==> config.mk <==
export PLATFORM = sky130hd
export DESIGN_NAME = mem_lsu
export DESIGN_NICKNAME = d
export VERILOG_FILES = /design/src/rtl/mem_lsu.sv
export SDC_FILE = /design/constraint.sdc
export NUM_CORES = 1
export LEC_CHECK = 0
export CAP_MARGIN = 40
export CORE_ASPECT_RATIO = 1.25
export CORE_UTILIZATION = 44
export CTS_CLUSTER_SIZE = 12
export DETAILED_ROUTE_END_ITERATION = 8
export GPL_ROUTABILITY_DRIVEN = 0
export PLACE_DENSITY = 0.8
export SYNTH_ARGS = -nofsm -noshare
export SYNTH_HDL_FRONTEND = slang
export SYNTH_SLANG_ARGS = --single-unit
==> constraint.sdc <==
create_clock -name clk -period 2.15 [get_ports clk]
set_input_delay 0.43 -clock clk [delete_from_list [all_inputs] [get_ports clk]]
set_output_delay 0.43 -clock clk [all_outputs]
set_load 0.005 [all_outputs]
==> src/rtl/mem_lsu.sv <==
// mem_lsu: memory stage of a small in-order pipeline.
// ALU results pass straight through with one cycle of latency.
// Loads and stores issue a single registered request on the data-memory port.
// A request waits for dmem_ready, or is aborted after TIMEOUT_CYC cycles.
module mem_lsu #(
  parameter int TIMEOUT_CYC = 16
) (
  input  logic        clk,
  input  logic        rst_n,
  input  logic        ex_valid,
  input  logic [2:0]  EX_MEM_type,
  input  logic [2:0]  EX_MEM_func,
  input  logic [31:0] EX_MEM_ALUOUT,
  input  logic [31:0] EX_MEM_rs2,
  output logic        stall,
  output logic        dmem_req,
  output logic        dmem_we,
  output logic [31:0] dmem_addr,
  output logic [3:0]  dmem_be,
  output logic [31:0] dmem_wdata,
  input  logic        dmem_ready,
  input  logic [31:0] dmem_rdata,
  output logic [31:0] MEM_WB_result,
  output logic        MEM_WB_valid,
  output logic [1:0]  mem_err
);

  // The wait counter only has to reach TIMEOUT_CYC-1; the abort fires on the
  // cycle that would take it to TIMEOUT_CYC.
  localparam int CNT_W = (TIMEOUT_CYC > 1) ? $clog2(TIMEOUT_CYC) : 1;
  localparam logic [CNT_W-1:0] CNT_LAST = CNT_W'(TIMEOUT_CYC - 1);

  localparam logic [1:0] ERR_NONE    = 2'b00;
  localparam logic [1:0] ERR_ALIGN   = 2'b01;
  localparam logic [1:0] ERR_TIMEOUT = 2'b10;
  localparam logic [1:0] ERR_FUNC    = 2'b11;

  typedef enum logic {IDLE = 1'b0, REQ = 1'b1} state_t;

  state_t           state_q, state_d;
  logic [CNT_W-1:0] cnt_q, cnt_d;
  logic             req_q, req_d;
  logic             we_q, we_d;
  logic [31:0]      addr_q, addr_d;
  logic [3:0]       be_q, be_d;
  logic [31:0]      wdata_q, wdata_d;
  logic [31:0]      result_q, result_d;
  logic             valid_q, valid_d;
  logic [1:0]       err_q, err_d;
  logic [2:0]       func_q, func_d;
  logic [1:0]       off_q, off_d;

  logic        is_load, is_store, func_ok, misaligned;
  logic [3:0]  be_calc;
  logic [31:0] wdata_calc;
  logic [7:0]  ld_byte;
  logic [15:0] ld_half;
  logic [31:0] load_data;

  // Decode the incoming instruction: legality, alignment, lanes and store data.
  always_comb begin
    is_load  = (EX_MEM_type == 3'b000);
    is_store = (EX_MEM_type == 3'b010);

    // Unsigned variants exist only for loads.
    case (EX_MEM_func)
      3'b000, 3'b001, 3'b010: func_ok = 1'b1;
      3'b100, 3'b101:         func_ok = is_load;
      default:                func_ok = 1'b0;
    endcase

    case (EX_MEM_func[1:0])
      2'b01:   misaligned = EX_MEM_ALUOUT[0];
      2'b10:   misaligned = |EX_MEM_ALUOUT[1:0];
      default: misaligned = 1'b0;
    endcase

    case (EX_MEM_func[1:0])
      2'b00: begin
        be_calc    = 4'b0001 << EX_MEM_ALUOUT[1:0];
        wdata_calc = {4{EX_MEM_rs2[7:0]}};
      end
      2'b01: begin
        be_calc    = EX_MEM_ALUOUT[1] ? 4'b1100 : 4'b0011;
        wdata_calc = {2{EX_MEM_rs2[15:0]}};
      end
      default: begin
        be_calc    = 4'b1111;
        wdata_calc = EX_MEM_rs2;
      end
    endcase
    if (!is_store) begin
      wdata_calc = 32'h0;
    end
  end

  // Pick the addressed lane out of the returned word and extend it.
  always_comb begin
    case (off_q)
      2'd0:    ld_byte = dmem_rdata[7:0];
      2'd1:    ld_byte = dmem_rdata[15:8];
      2'd2:    ld_byte = dmem_rdata[23:16];
      default: ld_byte = dmem_rdata[31:24];
    endcase
    ld_half = off_q[1] ? dmem_rdata[31:16] : dmem_rdata[15:0];
    case (func_q)
      3'b000:  load_data = {{24{ld_byte[7]}}, ld_byte};
      3'b001:  load_data = {{16{ld_half[15]}}, ld_half};
      3'b100:  load_data = {24'h0, ld_byte};
      3'b101:  load_data = {16'h0, ld_half};
      default: load_data = dmem_rdata;
    endcase
  end

  // Next-state logic: accept in IDLE, hold the request steady in REQ.
  always_comb begin
    state_d  = state_q;
    cnt_d    = cnt_q;
    req_d    = req_q;
    we_d     = we_q;
    addr_d   = addr_q;
    be_d     = be_q;
    wdata_d  = wdata_q;
    result_d = result_q;
    valid_d  = 1'b0;
    err_d    = err_q;
    func_d   = func_q;
    off_d    = off_q;

    case (state_q)
      IDLE: begin
        if (ex_valid) begin
          if (!is_load && !is_store) begin
            valid_d  = 1'b1;
            result_d = EX_MEM_ALUOUT;
            err_d    = ERR_NONE;
          end else if (!func_ok) begin
            valid_d  = 1'b1;
            result_d = 32'h0;
            err_d    = ERR_FUNC;
          end else if (misaligned) begin
            valid_d  = 1'b1;
            result_d = 32'h0;
            err_d    = ERR_ALIGN;
          end else begin
            state_d = REQ;
            cnt_d   = '0;
            req_d   = 1'b1;
            we_d    = is_store;
            addr_d  = {EX_MEM_ALUOUT[31:2], 2'b00};
            be_d    = be_calc;
            wdata_d = wdata_calc;
            func_d  = EX_MEM_func;
            off_d   = EX_MEM_ALUOUT[1:0];
          end
        end
      end
      REQ: begin
        // Ready is checked first so a response on the last allowed cycle wins.
        if (dmem_ready) begin
          state_d  = IDLE;
          req_d    = 1'b0;
          valid_d  = 1'b1;
          err_d    = ERR_NONE;
          result_d = we_q ? 32'h0 : load_data;
        end else if (cnt_q == CNT_LAST) begin
          state_d  = IDLE;
          req_d    = 1'b0;
          valid_d  = 1'b1;
          err_d    = ERR_TIMEOUT;
          result_d = 32'h0;
        end else begin
          cnt_d = cnt_q + 1'b1;
        end
      end
      default: state_d = IDLE;
    endcase
  end

  // State and registered outputs; reset clears everything, aborting any request.
  always_ff @(posedge clk or negedge rst_n) begin
    if (!rst_n) begin
      state_q  <= IDLE;
      cnt_q    <= '0;
      req_q    <= 1'b0;
      we_q     <= 1'b0;
      addr_q   <= 32'h0;
      be_q     <= 4'h0;
      wdata_q  <= 32'h0;
      result_q <= 32'h0;
      valid_q  <= 1'b0;
      err_q    <= ERR_NONE;
      func_q   <= 3'b000;
      off_q    <= 2'b00;
    end else begin
      state_q  <= state_d;
      cnt_q    <= cnt_d;
      req_q    <= req_d;
      we_q     <= we_d;
      addr_q   <= addr_d;
      be_q     <= be_d;
      wdata_q  <= wdata_d;
      result_q <= result_d;
      valid_q  <= valid_d;
      err_q    <= err_d;
      func_q   <= func_d;
      off_q    <= off_d;
    end
  end

  assign stall         = (state_q == REQ);
  assign dmem_req      = req_q;
  assign dmem_we       = we_q;
  assign dmem_addr     = addr_q;
  assign dmem_be       = be_q;
  assign dmem_wdata    = wdata_q;
  assign MEM_WB_result = result_q;
  assign MEM_WB_valid  = valid_q;
  assign mem_err       = err_q;

endmodule

==> run_results.csv, run 1 <==
group,metric,value,unit
critical_path,ff2ff_path_depth,6,
critical_path,worst_setup_path_end_kind,"flip-flop",
sta,rsz0062_at_grt,"false",
final_layout,finalNetCount,904,
job,cap_violations,0,
global_routing,grt_max_degree,44,
place,port_buffers,209,
cts,cts_setup_buffers,0,
critical_path,cp-start-kind,"input port",
floorplanning,pin_count,212,
detailed_routing,vias_per_cell,5.52,
cts,numCtsBuffers,17,
critical_path,cp.required,2.45,ns
floorplanning,rows,45,
synth,synth_edf_count,0,
floorplanning,die-area,13100,um^2
critical_path,slowest_stage,"or3_1",
critical_path,arrival,2.40,ns
sta,fin_skew,0.00794,ns
sta,timing.fmax,475,MHz
detailed_routing,drc,0,
synth,async_flop_share,100,%
critical_path,cp-startpoint,"EX_MEM_type[2]",
pwr,total_power,8370,uW
detailed_routing,vias,5365,
critical_path,crit_buf_inv,3,
cts,postCtsHoldBufs,0,
global_routing,grt_first_pass_wirelength,27.6,mm
critical_path,crit_type,"input port to flip-flop",
detailed_routing,routed_wl,18.0,mm
place,hpwlAfterDp,13.2,mm
synth,netlist_area,5540,um^2
sta,fin_crit,2.11,ns
cts,path_clk_slew,0.06,ns
critical_path,timing.rr.end,"MEM_WB_result[15]",
critical_path,worst-r2r-setup-slack,0.20,ns
critical_path,cp_top_family,"buffers and inverters",
synth,netlist_instances,561,
detailed_routing,postRouteAntennaNets,0,
cts,cts_root_buf,"clkbuf_16",
cts,htree_levels,4,
global_routing,grt_pass1_vias,5385,
synth,ys_warn_count,0,
pwr,irDropWorstVdd,0.000463,V
synth,yosysUniqueCellTypes,46,
floorplanning,coreArea,12200,um^2
global_routing,antenna_found_initial,2,
cts,clk_path_buf_depth,2,
pwr,powerDensity,945,nW/um^2
critical_path,rr_startpoint,"off_q[1]",
sta,drv_slew,0,
final_layout,final_cells,972,
synth,synth-seq-area-share,51.0,%
detailed_routing,first_pass_iters,5,
final_layout,drive_above_1_share,14.7,%
final_layout,synthToLayoutAreaGrowth,59.9,%
synth,syn_area_per_cell,9.88,um^2
floorplanning,start_util,45.4,%
cts,cts_sinks,113,
sta,setup_viol,0,
detailed_routing,first_iter_violations,308,
status,status,"completed",
sta,tightestPinTransition,0.587,ns
place,dp_cells,936,
sta,hold_violations,0,
floorplanning,die_w,102,um
critical_path,cp_cell_sequence,"clkdlybuf4s50_1 > or3_1 > o22ai_4 > nand4_4 > buf_12 > buf_12 > o31ai_1",
floorplanning,die_h,127,um
sta,finalCritPeriodShare,98.0,%
global_routing,gr-total-overflow,0,
cts,clk_latency,0.40,ns
pwr,p_leak,0.00391,uW
synth,ys.flop_type,"dfrtp_1",
critical_path,crit_fanout,34,
global_routing,grtUsageTotal,28.2,%
detailed_routing,wire_per_inst,18.5,um
critical_path,worst_path_largest_cell_delay,0.43,ns
synth,ys_ff_latch,113,
critical_path,crit_top_cell,"buf_12",
sta,worst_hold_slack,0.0336,ns
worst_hold_path,min_path_type,"input port to async pin",
sta,relSlewSlack,60.9,%
cts,tritoncts,"built",
final_layout,n_fill_cell,882,
==> state kept, by name, indices dropped and copies added (netlist names) <==
signal         cells
MEM_WB_result     32
dmem_wdata        32
dmem_addr         30
cnt_q              4
dmem_be            4
func_q             3
mem_err            2
off_q              2
MEM_WB_valid       1
dmem_req           1
dmem_we            1
stall              1
==> cell families (layout without fill, tap and decap cells) <==
logic type,after synthesis,in the layout,share of synthesized area [%]
mux,47,47,10.1
fa+ha+maj,4,4,0.903
simple gates,168,168,12.7
buf+inv,57,302,4.60
flops,113,113,51.0
xor+xnor,2,2,0.316
compound gates,169,169,20.3
other cells,1,3,0.0677
==> layout make-up <==
cell class	instances	area, um^2	share of cell area (%)
repair buffers	257	2610	29.4
well taps	164	205	2.32
multi-input cells	392	2530	28.6
clock buffers	19	453	5.11
clock inverters	13	184	2.08
flip-flops and latches	113	2830	31.9
inverters	13	48.8	0.551
diodes	1	2.50	0.0282
==> placed cells by master (no fill, tap or decap), types with 3 or more instances in the layout <==
cell type,instances
o21ai_1,6
clkdlybuf4s50_1,206
nand2b_1,6
inv_1,12
nand2_1,89
mux2_4,6
clkbuf_16,17
a221o_1,6
buf_4,39
o221a_2,6
nand3b_1,3
and2_1,3
nor2_1,55
a21oi_1,27
buf_12,7
mux2_1,27
clkinv_2,3
bufinv_16,4
o21ai_0,40
a31oi_1,15
mux2_2,11
o31ai_1,15
a22oi_1,16
clkinvlp_4,3
a22o_1,8
dfrtp_1,113
a21o_1,18
==> cells in the mapped netlist (all sizes together) (2+ instances only) <==
master	n	share of area, %
a21o	18	2.4
a21oi	28	2.6
a221o	6	1.1
a22o	8	1.3
a22oi	16	2.2
a31oi	17	1.9
and2	3	0.34
buf	16	1.8
clkbuf	28	1.9
dfrtp	113	51
ha	4	0.90
inv	13	0.88
mux2	44	9.3
mux2i	2	0.36
nand2	89	6.0
nand2b	6	0.68
nand3	2	0.18
nand3b	3	0.41
nand4	2	0.50
nor2	56	3.8
nor3	2	0.18
o21ai	46	4.2
o221a	6	1.2
o31ai	16	2.2
or2	2	0.23
or3	2	0.23
xnor2	2	0.32
==> worst max-delay path by stage <==
stage                             end  slack (ns)  cells past startpoint
finish                 dmem_wdata[13]        0.04                      7
global route             dmem_addr[8]       0.003                      6
CTS                 MEM_WB_result[30]        0.01                      5
detailed placement            dmem_we       -0.51                      9
global placement              dmem_we       -0.41                      9
floorplan               dmem_addr[10]       0.005                      8
==> per-layer routing <==
layer  wire length (um)  up-vias  global-route usage [%]
met2               9000      302                    48.7
met3               1590       46                    7.77
met1               6780     2562                    32.0
met4                618        2                    12.8
met5                 18        -                       0
li1                   -     2453                       -
==> stage by stage <==
| stage | TNS (ns) | area [um^2] | setup WS [ns] | utilization (%) |
|---|---|---|---|---|
| 6_report | 0 | 8860 | 0.0434 | 72.5 |
| 5_1_grt | 0 | 8860 | 0.00338 | 72.5 |
| 4_1_cts | 0 | 8840 | 0.0127 | 72.4 |
| 3_5_place_dp | -49.22 | 8100 | -0.507 | 66.3 |
| 3_3_place_gp | -37.07 | 8090 | -0.406 | 66.2 |
| 2_1_floorplan | 0 | 5590 | 0.00534 | - |
==> power by group <==
group | total [uW] | internal (uW) | switching [uW] | leakage [uW]
sequential | 2930 | 2600 | 330 | 0.00140
combinational | 2450 | 1460 | 986 | 0.00220
clock | 2990 | 2000 | 993 | 0.000305
total | 8370 | 6060 | 2310 | 0.00391
==> worst register-to-register path, delay by kind of cell (launching register included) <==
kind,cells,cell delay (ns)
AO/OA/AOI/OAI,3,0.42
flip-flops,1,0.49
buffers and inverters,1,0.15
multiplexers,1,0.57
AND/OR/NAND/NOR,1,0.20
==> what timing repair did <==
action | 4_1_cts | 5_1_grt
gates resized for setup | 8 | 2
endpoints found under the setup margin | 85 | 28
cloned | 3 | 0
pin swaps | 3 | 0
endpoints found under the hold margin | 0 | 0
(Power assumes the default switching activity.)
==> inputs of run 2 (changes only) <==
--- a/config.mk
+++ b/config.mk
@@ -10,8 +10,9 @@
 export CORE_UTILIZATION = 44
 export CTS_CLUSTER_SIZE = 12
 export DETAILED_ROUTE_END_ITERATION = 8
-export GPL_ROUTABILITY_DRIVEN = 0
 export PLACE_DENSITY = 0.8
+export REMOVE_ABC_BUFFERS = 1
+export SLEW_MARGIN = 5
 export SYNTH_ARGS = -nofsm -noshare
 export SYNTH_HDL_FRONTEND = slang
 export SYNTH_SLANG_ARGS = --single-unit
==> run_results.csv, run 2 (synthesis gave the netlist of run 1 again) <==
group,metric,value,unit
status,status,"completed",
sta,finalCritPeriodShare,98.6,%
sta,fin_skew,0.0111,ns
place,placed_area,8020,um^2
global_routing,gr-total-overflow,0,
global_routing,antenna_found_initial,0,
cts,numCtsBuffers,17,
global_routing,grt_max_degree,45,
critical_path,cp-start-kind,"input port",
final_layout,postLayoutCellArea,8820,um^2
pwr,p_leak,0.00387,uW
sta,fin_ws,0.0302,ns
detailed_routing,first_pass_iters,5,
place,gp_congestion,0.791,
worst_hold_path,worstHoldEndpoint,"dmem_wdata[7]",
critical_path,cp.required,2.43,ns
critical_path,slowest_stage,"clkdlybuf4s50_1",
final_layout,multi_input_area,2550,um^2
worst_hold_path,hold_depth,2,
floorplanning,die_h,127,um
worst_hold_path,min_path_type,"flip-flop to flip-flop",
sta,tightestPinTransition,0.675,ns
sta,timing.fmax,472,MHz
place,place_ws,-0.596,ns
critical_path,rr_startpoint,"off_q[1]",
worst_hold_path,hold_start,"dmem_wdata[7]",
cts,path_clk_slew,0.06,ns
final_layout,final_util,72.2,%
critical_path,worst-r2r-setup-slack,0.23,ns
critical_path,cp_cell_sequence,"clkdlybuf4s50_1 > or3_4 > o22ai_4 > nand4_4 > buf_12 > buf_12 > mux2_1",
global_routing,grt_first_pass_wirelength,27.7,mm
floorplanning,die-area,13100,um^2
final_layout,layout.cells.most_common,"clkdlybuf4s50_1",
sta,relSlewSlack,54.8,%
global_routing,grt_pass1_vias,5539,
global_routing,grtUsageTotal,27.9,%
sta,drv_slew,0,
floorplanning,pin_count,212,
final_layout,n_antenna_cell,0,
critical_path,crit_buf_inv,3,
critical_path,arrival,2.40,ns
critical_path,timing.rr.end,"MEM_WB_result[30]",
pwr,powerDensity,947,nW/um^2
detailed_routing,postRouteAntennaNets,0,
critical_path,cp_top_family,"buffers and inverters",
final_layout,mostFrequentLayoutCells,"206 x clkdlybuf4s50_1, 113 x dfrtp_1, 89 x nand2_1",
critical_path,cp-startpoint,"EX_MEM_type[1]",
cts,cts_root_buf,"clkbuf_16",
detailed_routing,vias,5346,
cts,tritoncts,"built",
cts,cts_sinks,113,
cts,clk_latency,0.40,ns
floorplanning,coreArea,12200,um^2
critical_path,crit_type,"input port to flip-flop",
final_layout,synthToLayoutAreaGrowth,59.2,%
final_layout,finalNetCount,901,
cts,htree_levels,4,
sta,setup_viol,0,
place,hpwlAfterDp,12.4,mm
detailed_routing,first_iter_violations,278,
critical_path,worst_setup_path_end_kind,"flip-flop",
critical_path,crit_fanout,31,
critical_path,worst_path_largest_cell_delay,0.50,ns
sta,hold_violations,0,
detailed_routing,vias_per_cell,5.52,
cts,clk_path_buf_depth,2,
detailed_routing,wire_per_inst,18.4,um
floorplanning,die_w,102,um
final_layout,n_fill_cell,894,
pwr,irDropWorstVdd,0.000538,V
floorplanning,rows,45,
place,port_buffers,209,
detailed_routing,routed_wl,17.8,mm
final_layout,layout.area.seq,2830,um^2
critical_path,crit_cells,7,
critical_path,ff2ff_path_depth,5,
detailed_routing,drc,0,
floorplanning,start_util,45.4,%
critical_path,crit_top_cell,"buf_12",
job,cap_violations,0,
final_layout,drive_above_1_share,14.8,%
sta,fin_crit,2.12,ns
run 2: cell count changes in the layout (fill, tap and decap cells not counted), moves of 2 or more:
| cell | change |
|---|---|
| buf_4 | -4 |
| clkbuf_8 | +3 |
| clkinv_4 | -2 |
| o31ai_2 | +2 |
run 2: layout make-up:
class                           instances  share of cell area (%)
Clock buffer                           23                    5.64
Timing Repair Buffer                  254                    29.1
Clock inverter                          9                    1.45
Tap cell                              164                    2.33
Multi-Input combinational cell        392                    28.9
Inverter                               13                   0.553
Sequential cell                       113                    32.1
run 2: per-layer routing:
layer  share of wire (%)  GRT usage [%]  vias up
met5                   0              0        -
met3                 7.8           7.77       33
li1                    -              -     2442
met4                 2.0           11.1        0
met2                  52           49.7      262
met1                  38           31.0     2609
run 2: how the worst max path moves through the flow:
stage	endpoint	slack, ns
finish	dmem_addr[8]	0.03
CTS	MEM_WB_result[30]	0.03
detailed placement	dmem_addr[31]	-0.60
floorplan	mem_err[1]	-2.47
global placement	dmem_addr[30]	-0.54
global route	cnt_q[0]	-0.02
run 2: worst register-to-register path: stages, from the launching register on:
cell and delay (ns):
dfrtp_1 0.44, mux4_2 0.38, nand3b_1 0.16, a21oi_4 0.50, a22oi_1 0.18, a21oi_1 0.19
run 2: stage by stage:
stage	power (uW)	hold slack, ns	instances	setup TNS, ns
after global routing	8720	0.506	968	-0.0264
after global placement	5250	0.405	929	-52.42
after detailed placement	5350	0.408	930	-56.63
after CTS	8370	0.482	968	0
final	8360	0.478	968	0
after floorplan	3790	0.134	518	-146.39
run 2: power breakdown:
part / internal [uW] / leakage [uW] / switching (uW) / total [uW]
logic: 1470 / 0.00217 / 1020 / 2490
clock network: 1970 / 0.000301 / 982 / 2950
registers: 2600 / 0.00140 / 310 / 2910
run 2: repair_timing:
| action | 4_1_cts | 5_1_grt |
|---|---|---|
| pin swaps | 3 | 1 |
| hold buffers | 1 | 0 |
| gates cloned | 2 | 0 |
| hold endpoints to repair | 30 | 0 |
| gates resized for setup | 13 | 4 |
| endpoints found under the setup margin | 95 | 28 |
| setup buffers | 3 | 0 |
